## config.mk

```make
export PLATFORM = sky130hd
export DESIGN_NAME = fsm_serial_tx
export DESIGN_NICKNAME = d
export VERILOG_FILES = /design/src/rtl/fsm_serial_pkg.sv /design/src/rtl/serial_tx_hold.sv /design/src/rtl/fsm_serial_tx.sv
export SDC_FILE = /design/constraint.sdc
export NUM_CORES = 1
export LEC_CHECK = 0
export BUFFER_PORTS_ARGS = -buffer_cell sky130_fd_sc_hd__buf_2
export CORE_MARGIN = 5
export CORE_UTILIZATION = 45
export CTS_BUF_LIST = sky130_fd_sc_hd__clkbuf_4
export DETAILED_ROUTE_END_ITERATION = 8
export SYNTH_ARGS = -nofsm -noshare
export SYNTH_HDL_FRONTEND = slang
export SYNTH_SLANG_ARGS = --single-unit
```

## constraint.sdc

```tcl
create_clock -name clk -period 1.7 [get_ports clk]
set_input_delay 0.425 -clock clk [delete_from_list [all_inputs] [get_ports clk]]
set_output_delay 0.425 -clock clk [all_outputs]
set_load 0.005 [all_outputs]
```

## src/rtl/fsm_serial_pkg.sv

```systemverilog
// fsm_serial_pkg
//   Shared definitions for the serial transmitter and the serial receiver:
//   the frame state type and the fixed frame constants.
package fsm_serial_pkg;

    localparam int unsigned DATA_BITS   = 8;
    localparam logic        IDLE_LEVEL  = 1'b1;
    localparam logic        START_LEVEL = 1'b0;

    typedef enum logic [2:0] {
        IDLE,
        START,
        DATA,
        PARITY,
        STOP1,
        STOP2
    } serial_state_e;

endpackage

```

## src/rtl/serial_tx_hold.sv

```systemverilog
// serial_tx_hold
//   One-entry hold register with a ready/valid input side.
//   Ports:
//     clk        - clock, rising edge
//     reset      - synchronous, active-high
//     in_byte    - byte offered by the producer
//     in_valid   - in_byte is valid this cycle
//     in_ready   - register is empty and accepts in_byte this cycle
//     take       - consumer unloads the held byte on this edge
//     hold_byte  - held byte
//     hold_valid - hold_byte is valid
module serial_tx_hold
    import fsm_serial_pkg::*;
(
    input  logic                 clk,
    input  logic                 reset,
    input  logic [DATA_BITS-1:0] in_byte,
    input  logic                 in_valid,
    output logic                 in_ready,
    input  logic                 take,
    output logic [DATA_BITS-1:0] hold_byte,
    output logic                 hold_valid
);

    logic accept;

    assign in_ready = !hold_valid;
    assign accept   = in_valid && in_ready;

    always_ff @(posedge clk) begin
        if (reset) begin
            hold_valid <= 1'b0;
            hold_byte  <= '0;
        end else begin
            // A new byte wins over an unload so a same-edge refill stays full.
            if (accept) begin
                hold_byte  <= in_byte;
                hold_valid <= 1'b1;
            end else if (take) begin
                hold_valid <= 1'b0;
            end
        end
    end

endmodule

```

## src/rtl/fsm_serial_tx.sv

```systemverilog
// fsm_serial_tx
//   Serial transmitter: start bit, 8 data bits LSB first, optional parity,
//   one or two stop bits; one bit per clk cycle, line idles high.
//   Parameters:
//     PARITY_EN  - 1 inserts a parity bit after the last data bit
//     PARITY_ODD - 0 even parity, 1 odd parity
//     STOP_BITS  - 1 or 2
//   Ports:
//     clk      - clock, rising edge
//     reset    - synchronous, active-high
//     in_byte  - byte to transmit
//     in_valid - in_byte is valid this cycle
//     in_ready - byte is accepted this cycle
//     out      - serial line
//     busy     - frame on the line or a byte held
//     done     - pulse during the final stop-bit cycle
module fsm_serial_tx
    import fsm_serial_pkg::*;
#(
    parameter int unsigned PARITY_EN  = 0,
    parameter int unsigned PARITY_ODD = 0,
    parameter int unsigned STOP_BITS  = 1
) (
    input  logic                 clk,
    input  logic                 reset,
    input  logic [DATA_BITS-1:0] in_byte,
    input  logic                 in_valid,
    output logic                 in_ready,
    output logic                 out,
    output logic                 busy,
    output logic                 done
);

    localparam logic       USE_PARITY = (PARITY_EN != 0);
    localparam logic       ODD_PARITY = (PARITY_ODD != 0);
    localparam logic       TWO_STOPS  = (STOP_BITS == 2);
    localparam logic [2:0] LAST_BIT   = 3'(DATA_BITS - 1);

    serial_state_e        state;
    logic [DATA_BITS-1:0] shift;
    logic [2:0]           bit_cnt;
    logic                 par_acc;
    logic [DATA_BITS-1:0] hold_byte;
    logic                 hold_valid;
    logic                 at_last_stop;
    logic                 load;

    assign at_last_stop = TWO_STOPS ? (state == STOP2) : (state == STOP1);
    // Load from IDLE or straight out of the last stop bit (back-to-back).
    assign load = hold_valid && ((state == IDLE) || at_last_stop);
    assign busy = (state != IDLE) || hold_valid;

    serial_tx_hold u_hold (
        .clk        (clk),
        .reset      (reset),
        .in_byte    (in_byte),
        .in_valid   (in_valid),
        .in_ready   (in_ready),
        .take       (load),
        .hold_byte  (hold_byte),
        .hold_valid (hold_valid)
    );

    // out and done are registered with the next state, so each reflects the
    // state the FSM is in during the following cycle.
    always_ff @(posedge clk) begin
        if (reset) begin
            state   <= IDLE;
            shift   <= '0;
            bit_cnt <= '0;
            par_acc <= 1'b0;
            out     <= IDLE_LEVEL;
            done    <= 1'b0;
        end else begin
            done <= 1'b0;
            if (load) begin
                state <= START;
                shift <= hold_byte;
                out   <= START_LEVEL;
            end else begin
                case (state)
                    IDLE: begin
                        out <= IDLE_LEVEL;
                    end
                    START: begin
                        state   <= DATA;
                        bit_cnt <= '0;
                        par_acc <= ODD_PARITY;
                        out     <= shift[0];
                    end
                    DATA: begin
                        shift   <= shift >> 1;
                        par_acc <= par_acc ^ shift[0];
                        bit_cnt <= bit_cnt + 3'd1;
                        if (bit_cnt != LAST_BIT) begin
                            out <= shift[1];
                        end else if (USE_PARITY) begin
                            state <= PARITY;
                            out   <= par_acc ^ shift[0];
                        end else begin
                            state <= STOP1;
                            out   <= IDLE_LEVEL;
                            done  <= !TWO_STOPS;
                        end
                    end
                    PARITY: begin
                        state <= STOP1;
                        out   <= IDLE_LEVEL;
                        done  <= !TWO_STOPS;
                    end
                    STOP1: begin
                        out <= IDLE_LEVEL;
                        if (TWO_STOPS) begin
                            state <= STOP2;
                            done  <= 1'b1;
                        end else begin
                            state <= IDLE;
                        end
                    end
                    STOP2: begin
                        state <= IDLE;
                        out   <= IDLE_LEVEL;
                    end
                    default: begin
                        state <= IDLE;
                        out   <= IDLE_LEVEL;
                    end
                endcase
            end
        end
    end

endmodule

```

Word-level counts from Yosys, hierarchy flattened. Index checks and enable logic that the tools add are counted.

Bits in read-only memories: 0. RAM bits: 0. Memories kept: 0. Bits in latches: 0. Output and inout port bits: 4. Word-level logic and storage cells: 46. Register bits: 25.

Equality and inequality tests: 8. Reductions and logical operators: 14. Bitwise operators: 2. Multipliers: 0. Shift operators: 0. Div/mod/pow operators: 0. Add/subtract/negate cells: 1. Order comparisons: 0. Mux-type cells: 13.

Operators with widths (number): two-way mux 8 bit (2); case mux 3 bit (4 select lines) (1); equality test 3 x 2 -> 1 bit, second input constant (2); two-way mux 1 bit (6); inequality test 3 bit, second input constant (2); case mux 3 bit (2 select lines) (1); AND reduction 2 bit (3); nonzero test 2 bit (3); inequality test 2 bit, second input constant (2); case mux 1 bit (2 select lines) (2); adder 3 x 1 -> 3 bit, second input constant (1); equality test 3 x 1 -> 1 bit, second input constant (1); equality test 3 bit, second input constant (1); zero test 3 bit (1); two-way mux 3 bit (1); nonzero test 3 bit (1); logical AND 1 bit (2); logical OR 1 bit (2); inverter 1 bit (2); OR reduction 2 bit (1); zero test 1 bit (1).

Depth between registers and ports, before layout. Gate-level depths: netlist of run 1.

Depth in word-level cells: 5. Depth in mapped cells: 5. Mapped depth without buffers: 5.

Cells and area by module. A second synthesis of run 1 with hierarchy kept.

Cell total of the unflattened synthesis: 120. Area, all modules: 1166.1 µm².

By module, submodules not included: fsm_serial_tx (cells each 81, times used 1, area each 735.7 µm²); serial_tx_hold (cells each 39, times used 1, area each 430.4 µm²).

Worst setup path before layout of run 1. OpenSTA, ideal clock, no wires.

Path type: register to output. Start: register state[0]. End: output port busy. Arrival: 1007 ps. Path buffers: 1. Slack: 268 ps. Data required time: 1275 ps. Stages on the path, launching flop included: 3. Path through: dfxtp_1 -> buf_2 -> or4_1.

Word-level cells in the longest chain between the ends: 2.

Ends and longest elaborated chain: from (decl) (line fsm_serial_tx.sv:39) `serial_state_e state;`; from (signal assigned) (line fsm_serial_tx.sv:68) `state <= IDLE;`; from (signal assigned) (line fsm_serial_tx.sv:77) `state <= START;`; from (signal assigned) (line fsm_serial_tx.sv:86) `state <= DATA;`; nonzero test 3 bit (line fsm_serial_tx.sv:51) `assign busy = (state != IDLE) || hold_valid;`; logical OR 1 bit (line fsm_serial_tx.sv:51); to (decl) (line fsm_serial_tx.sv:30) `output logic busy,`.

No other way between the ends.

Worst setup path in the final report of run 1.
Start: register u_hold.hold_valid. End: output port busy.

Word-level cells in the longest chain between the ends: 1.

Ends and longest elaborated chain: from (decl) (line serial_tx_hold.sv:22) `output logic hold_valid`; from (signal assigned) (line serial_tx_hold.sv:32) `hold_valid <= 1'b0;`; from (signal assigned) (line serial_tx_hold.sv:38) `hold_valid <= 1'b1;`; from (signal assigned) (line serial_tx_hold.sv:40) `hold_valid <= 1'b0;`; logical OR 1 bit (line fsm_serial_tx.sv:51).

No other way between the ends.

==> reports/qor.yml, run 1 <==
outcome:
  run_status: "finished, violations left"
  failed_checks: "negative setup slack"
hold_path:
  worstHoldPathType: "input pin to flip-flop"
  timing.hold.worst_path_depth: 3
sta:
  fmax_mhz: 571
  slew_at_the_pin_closest_to_its_max_slew_limit_ps: 540
  final_max_slew_viol_count: 0
  whs_ps: 319
  post-route-min-period_ps: 1750
  timing.slew.headroom_pct: 63.8
  grt_setup_unrepaired: "true"
  finalSetupViolations: 1
  setup_ws_ps: -51.3
  post_route_fraction_of_the_period_consumed_by_the_critical_path_pct: 103
  finalClockSkew_ps: 16.8
  tns_ps: -51.3
  finalHoldViolCount: 0
floorplan:
  num_rows: 17
  design.portCount: 15
  floorplan.die.width_um: 59.1
  placeableCoreArea_sq_um: 2250
  die_height_um: 59.1
  initial_core_util_pct: 48.2
  floorplan.die_area_sq_um: 3500
placed_design:
  detailed_place.area_sq_um: 1170
  place_hpwl_mm: 1.43
  gpl.final_weighted_congestion: 0.787
  portBuffers: 14
  dp_worst_setup_slack_ps: 284
pwr:
  cell_internal_pwr_uw: 816
  pwr-share-comb_pct: 17.2
  netSwitchingFraction_pct: 27.6
  power.share.sequential_pct: 58.6
  clock_power_share_pct: 24.2
  p_switching_uw: 312
  vdd_ir_drop_max_v: 0.000540
  leakage_uw: 0.000503
  p_per_area_nw_per_um2: 925
  post-layout-total-power_uw: 1130
routing:
  wl_per_cell_um: 13.1
  drt-vias-per-instance: 5.29
  drt-initial-drc-count: 30
  drt-pass1-iter-count: 5
  route.antenna.remaining_nets: 0
  drt-total-wl_mm: 2.04
  detail_route.drc_violations: 0
  route.vias.total: 826
setup_path:
  worstSetupStartpointType: "flip-flop"
  worst-r2r-setup-slack_ps: 250
  critPathMaxStageDelay_ps: 490
  critical_path.cell_chain: "or4_1, buf_2"
  critPathSlowestCell: "sky130_fd_sc_hd__or4_1"
  arrival_time_worst_endpoint_ps: 1330
  kind_of_capture_point_of_the_worst_setup_path: "output port"
  crit_cells: 2
  timing.critical_path.required_ps: 1270
  dominant_delay_contributor_by_cell_family_on_the_critical_path: "simple AND/OR/NAND/NOR gates"
  worst-path-max-fanout: 2
  worst-setup-path-type: "flip-flop to output port"
  crit_buf_inv: 1
  r2r.worst_path.cells: 4
logic_synthesis:
  ys_seq_area_share_pct: 46.1
  syn_area_per_cell_sq_um: 9.61
  post-synth-top-area-cell: "sky130_fd_sc_hd__dfxtp_1"
  synth_fp_nets: 126
  total_standard_cell_area_after_synthesis_sq_um: 1090
  mapped_cells: 113
  synth.top_cells.by_area: "sky130_fd_sc_hd__dfxtp_1 46%, sky130_fd_sc_hd__o22ai_2 8.1%, sky130_fd_sc_hd__mux2i_1 7.4%"
  synth-warning-count: 0
  synth_seq_cells: 25
  synthDistinctLibCells: 28
  netlist.area_leader.share_pct: 46.1
layout:
  drive_gt1_share_pct: 26.6
  post-route-cell-area_sq_um: 1220
  n_antenna_cell: 0
  n_fill_cell: 222
  fin_nets: 142
  area.growth.synth_to_final_pct: 12.3
cts:
  cts-htree-levels: 1
  cts.reportedPaths.clkPinSlew_ps: 150
  clock_sink_count: 25
  cts-root-to-sink-buffers: 2
  cts_tree: "built"
  later_pin_clock_latency_in_the_skew_report_ps: 330
  numCtsBuffers: 3
  clk_root_buffer_cell: "sky130_fd_sc_hd__clkbuf_4"
grt:
  grt_max_degree: 27
  wire_length_of_the_first_global_routing_pass_mm: 3.53
  grt_overflow: 0
  number_of_global_route_vias_before_repair: 828
  grt_usage_pct: 13.3
  initial_antenna_violation_count: 0
run:
  cap_viol_max_count: 0
sequential cells by signal, summed over array words and instances, names as in the netlist:
register and flops:
out 1, u_hold.hold_byte 8, done 1, state 3, u_hold.hold_valid 1, bit_cnt 3, shift 8
power groups by stage:
stage	sequential, uW	combinational (uW)	clock, uW
after floorplan	670	147	0
after global placement	676	184	0
after detailed placement	677	186	0
after CTS	662	195	292
after global routing	667	220	313
final	661	194	273
cell usage in the layout, fill, tap and decap left out:
cell / n
sky130_fd_sc_hd__buf_2: 14
sky130_fd_sc_hd__nor2_1: 15
sky130_fd_sc_hd__dfxtp_2: 2
sky130_fd_sc_hd__nor3b_1: 4
sky130_fd_sc_hd__nor4bb_1: 1
sky130_fd_sc_hd__clkbuf_4: 3
sky130_fd_sc_hd__nor3_1: 1
sky130_fd_sc_hd__buf_4: 5
sky130_fd_sc_hd__a31oi_1: 3
sky130_fd_sc_hd__a221oi_1: 1
sky130_fd_sc_hd__ha_1: 2
sky130_fd_sc_hd__nand2b_1: 2
sky130_fd_sc_hd__clkinvlp_4: 1
sky130_fd_sc_hd__a21oi_1: 6
sky130_fd_sc_hd__nand2_1: 2
sky130_fd_sc_hd__dfxtp_4: 1
sky130_fd_sc_hd__nor4_2: 1
sky130_fd_sc_hd__o22ai_2: 7
sky130_fd_sc_hd__o21ai_0: 2
sky130_fd_sc_hd__a211oi_1: 7
sky130_fd_sc_hd__dfxtp_1: 22
sky130_fd_sc_hd__or3b_1: 2
sky130_fd_sc_hd__nor2b_1: 2
sky130_fd_sc_hd__o22ai_1: 1
sky130_fd_sc_hd__or4_1: 1
sky130_fd_sc_hd__a21o_1: 1
sky130_fd_sc_hd__mux2i_1: 8
sky130_fd_sc_hd__o21ai_1: 1
sky130_fd_sc_hd__inv_1: 10
cell usage after synthesis:
master / number
sky130_fd_sc_hd__o22ai_1: 1
sky130_fd_sc_hd__nor3b_1: 4
sky130_fd_sc_hd__inv_1: 10
sky130_fd_sc_hd__buf_2: 3
sky130_fd_sc_hd__buf_6: 1
sky130_fd_sc_hd__a21oi_1: 6
sky130_fd_sc_hd__nand2_1: 2
sky130_fd_sc_hd__a31oi_1: 3
sky130_fd_sc_hd__dfxtp_1: 25
sky130_fd_sc_hd__nor3_1: 1
sky130_fd_sc_hd__o21ai_0: 2
sky130_fd_sc_hd__a221oi_1: 1
sky130_fd_sc_hd__o22ai_2: 7
sky130_fd_sc_hd__or3b_1: 2
sky130_fd_sc_hd__a21o_1: 1
sky130_fd_sc_hd__nor4bb_1: 1
sky130_fd_sc_hd__buf_4: 1
sky130_fd_sc_hd__nor4_2: 1
sky130_fd_sc_hd__nor2_1: 15
sky130_fd_sc_hd__mux2i_1: 8
sky130_fd_sc_hd__nor2b_1: 2
sky130_fd_sc_hd__nand2b_1: 2
sky130_fd_sc_hd__buf_1: 1
sky130_fd_sc_hd__o21ai_1: 1
sky130_fd_sc_hd__ha_1: 2
sky130_fd_sc_hd__clkbuf_1: 2
sky130_fd_sc_hd__or4_1: 1
sky130_fd_sc_hd__a211oi_1: 7
worst paths after layout:
kind,start,end
min reg2reg,shift[0],shift[0]
max,u_hold.hold_valid,busy
max reg2reg,state[0],shift[2]
min,in_byte[3],u_hold.hold_byte[3]
worst reg2reg max path: cells and delay by family, from the launching register on:
kind	cells	cell delay (ps)
AO/OA/AOI/OAI	2	280
flip-flops	1	340
buffers and inverters	1	130
AND/OR/NAND/NOR	1	570
kinds of logic after synthesis:
| group | share of synthesized area [%] |
|---|---|
| buffers and inverters | 7.60 |
| flip-flops | 46.1 |
| multiplexers | 7.37 |
| AO/OA/AOI/OAI | 20.9 |
| AND/OR/NAND/NOR | 15.8 |
| adder cells (fa/ha/maj) | 2.30 |
routing by layer:
| metal | GRT usage [%] | vias to the layer above | share of wire (%) |
|---|---|---|---|
| li1 | - | 428 | - |
| met1 | 17.3 | 381 | 47 |
| met2 | 20.8 | 15 | 46 |
| met3 | 5.01 | 2 | 5.3 |
| met4 | 2.91 | 0 | 0.88 |
| met5 | 0 | - | 0 |
metrics by stage:
step | std cells | util (%)
after floorplan | 113 | -
after global placement | 150 | 51.8
after detailed placement | 150 | 51.8
after CTS | 156 | 54.1
after global routing | 156 | 54.1
final | 156 | 54.1
area by class of cell:
| type | count | area, sq um | share of cell area [%] |
|---|---|---|---|
| Inverter | 10 | 37.5 | 3.08 |
| Multi-Input combinational cell | 70 | 503 | 41.2 |
| Tap cell | 28 | 35.0 | 2.87 |
| Sequential cell | 25 | 507 | 41.5 |
| Clock inverter | 1 | 7.51 | 0.615 |
| Clock buffer | 3 | 22.5 | 1.85 |
| Timing Repair Buffer | 19 | 108 | 8.82 |
repair_timing:
item | in CTS | in global routing
pin swaps | 1 | 0
setup endpoints to repair | 1 | 1
resized for setup | 4 | 0
hold buffers | 0 | 0
setup buffers | 2 | 0
Power figures use the tool's default switching activity.
==> run 2: changes to the inputs <==
clock period = 2.1 ns   (was 1.7 ns; I/O delays follow)
==> run 2 against run 1 <==
Against the previous run: die area is the same; critical path type unchanged; the flow now finishes without violations; clock skew shrank 10 ps; critical path depth is the same; via count shrank 2.8%; first-iteration DRC count shrank 60%; largest power group unchanged; clock power shrank 21%.
==> reports/qor.yml, run 2 (synthesis results as in run 1) <==
cts:
  cts-htree-levels: 1
  cts_tree: "built"
  later_pin_clock_latency_in_the_skew_report_ps: 310
  cts.reportedPaths.clkPinSlew_ps: 140
  clock_sink_count: 25
  numCtsBuffers: 3
  post_cts.resized_instances: 0
  post-cts-setup-buffer-count: 0
  cts-root-to-sink-buffers: 2
  clk_root_buffer_cell: "sky130_fd_sc_hd__clkbuf_4"
  cts.hold.buffers_added: 0
floorplan:
  num_rows: 17
  floorplan.die.width_um: 59.1
  initial_core_util_pct: 48.2
  floorplan.die_area_sq_um: 3500
  die_height_um: 59.1
  placeableCoreArea_sq_um: 2250
  design.portCount: 15
setup_path:
  dominant_delay_contributor_by_cell_family_on_the_critical_path: "simple AND/OR/NAND/NOR gates"
  worst-setup-path-type: "flip-flop to output port"
  worstSetupStartpointType: "flip-flop"
  critPathMaxStageDelay_ps: 540
  arrival_time_worst_endpoint_ps: 1470
  worst-path-max-fanout: 16
  crit_buf_inv: 1
  timing.critical_path.required_ps: 1570
  critPathSlowestCell: "sky130_fd_sc_hd__or4_1"
  kind_of_capture_point_of_the_worst_setup_path: "output port"
  critical_path.cell_chain: "or4_1, buf_2"
routing:
  drt-vias-per-instance: 5.28
  route.vias.total: 803
  detail_route.drc_violations: 0
  drt-pass1-iter-count: 3
  wl_per_cell_um: 13.3
  drt-total-wl_mm: 2.03
  drt-initial-drc-count: 12
  route.antenna.remaining_nets: 0
pwr:
  p_per_area_nw_per_um2: 760
  leakage_uw: 0.000480
  vdd_ir_drop_max_v: 0.000374
sta:
  post_route_fraction_of_the_period_consumed_by_the_critical_path_pct: 94.8
  post-route-min-period_ps: 1990
  fmax_mhz: 502
  slew_at_the_pin_closest_to_its_max_slew_limit_ps: 505
  timing.slew.headroom_pct: 66.1
  finalHoldViolCount: 0
  finalSetupViolations: 0
  tns_ps: 0
  final_max_slew_viol_count: 0
  finalClockSkew_ps: 6.47
  grt_setup_unrepaired: "false"
layout:
  area.growth.synth_to_final_pct: 8.99
  largest_regs: "shift (8), u_hold.hold_byte (8)"
  fin_nets: 138
  most-common-layout-cells: "25 x sky130_fd_sc_hd__dfxtp_1, 15 x sky130_fd_sc_hd__nor2_1, 14 x sky130_fd_sc_hd__buf_2, 10 x sky130_fd_sc_hd__inv_1, 8 x sky130_fd_sc_hd__mux2i_1"
  post-route-cell-area_sq_um: 1180
  drive_gt1_share_pct: 21.8
  finalCoreUtilization_pct: 52.5
  layout.cells.most_common: "sky130_fd_sc_hd__dfxtp_1"
  n_antenna_cell: 0
placed_design:
  gpl.final_weighted_congestion: 0.713
  place_hpwl_mm: 1.45
  detailed_place.area_sq_um: 1150
  portBuffers: 14
outcome:
  run_status: "completed"
grt:
  grt_overflow: 0
  grt_usage_pct: 12.9
  grt_max_degree: 27
  wire_length_of_the_first_global_routing_pass_mm: 3.51
  number_of_global_route_vias_before_repair: 814
  initial_antenna_violation_count: 0
hold_path:
  worstHoldPathType: "input pin to flip-flop"
run:
  cap_viol_max_count: 0
run 2: changes by cell type in the layout (fill, tap and decap cells not counted):
cell | before | now
sky130_fd_sc_hd__dfxtp_2 | 2 | 0
sky130_fd_sc_hd__buf_4 | 5 | 1
sky130_fd_sc_hd__dfxtp_1 | 22 | 25
sky130_fd_sc_hd__dfxtp_4 | 1 | 0
run 2: path summary, 6_finish.rpt:
path	start	to	slack, ps	cells past startpoint
min reg2reg	shift[2]	shift[2]	480	2
max reg2reg	state[1]	out	540	3
max	state[0]	busy	110	2
min	in_byte[4]	u_hold.hold_byte[4]	430	3
run 2: where the power goes:
part / switching [uW] / leakage [uW] / internal [uW]
Combinational: 68.7 / 0.000262 / 70.3
Clock: 144 / 0.0000139 / 72.6
Sequential: 33.1 / 0.000205 / 511
Total: 246 / 0.000480 / 654
run 2: per-layer routing:
layer,GRT usage [%],part of all wire (%),up-vias
met4,4.85,0.69,0
met2,20.8,46,9
li1,-,-,417
met3,3.05,3.6,2
met5,0,0,-
met1,16.5,50,375
run 2: worst min-delay path, cell delays in order:
cell and delay [ps]:
sky130_fd_sc_hd__buf_2 70, sky130_fd_sc_hd__mux2i_1 50, sky130_fd_sc_hd__nor2_1 70
run 2: per-stage QoR:
step / std cells / total power (uW) / hold slack, ps / worst slack [ps]
2_1_floorplan: 113 / 662 / 434 / 568
3_3_place_gp: 148 / 692 / 457 / 487
3_5_place_dp: 148 / 696 / 458 / 464
4_1_cts: 152 / 915 / 425 / 93.2
5_1_grt: 152 / 961 / 421 / 18.7
6_report: 152 / 900 / 433 / 108
run 2: area by class of cell:
type                       instances  area (sq um)
multi-input combinational         70           503
tap                               28          35.0
inverter                          10          37.5
sequential                        25           500
clock buffer                       3          22.5
timing repair buffer              15          77.6
clock inverter                     1          7.51
fill                             219          1070
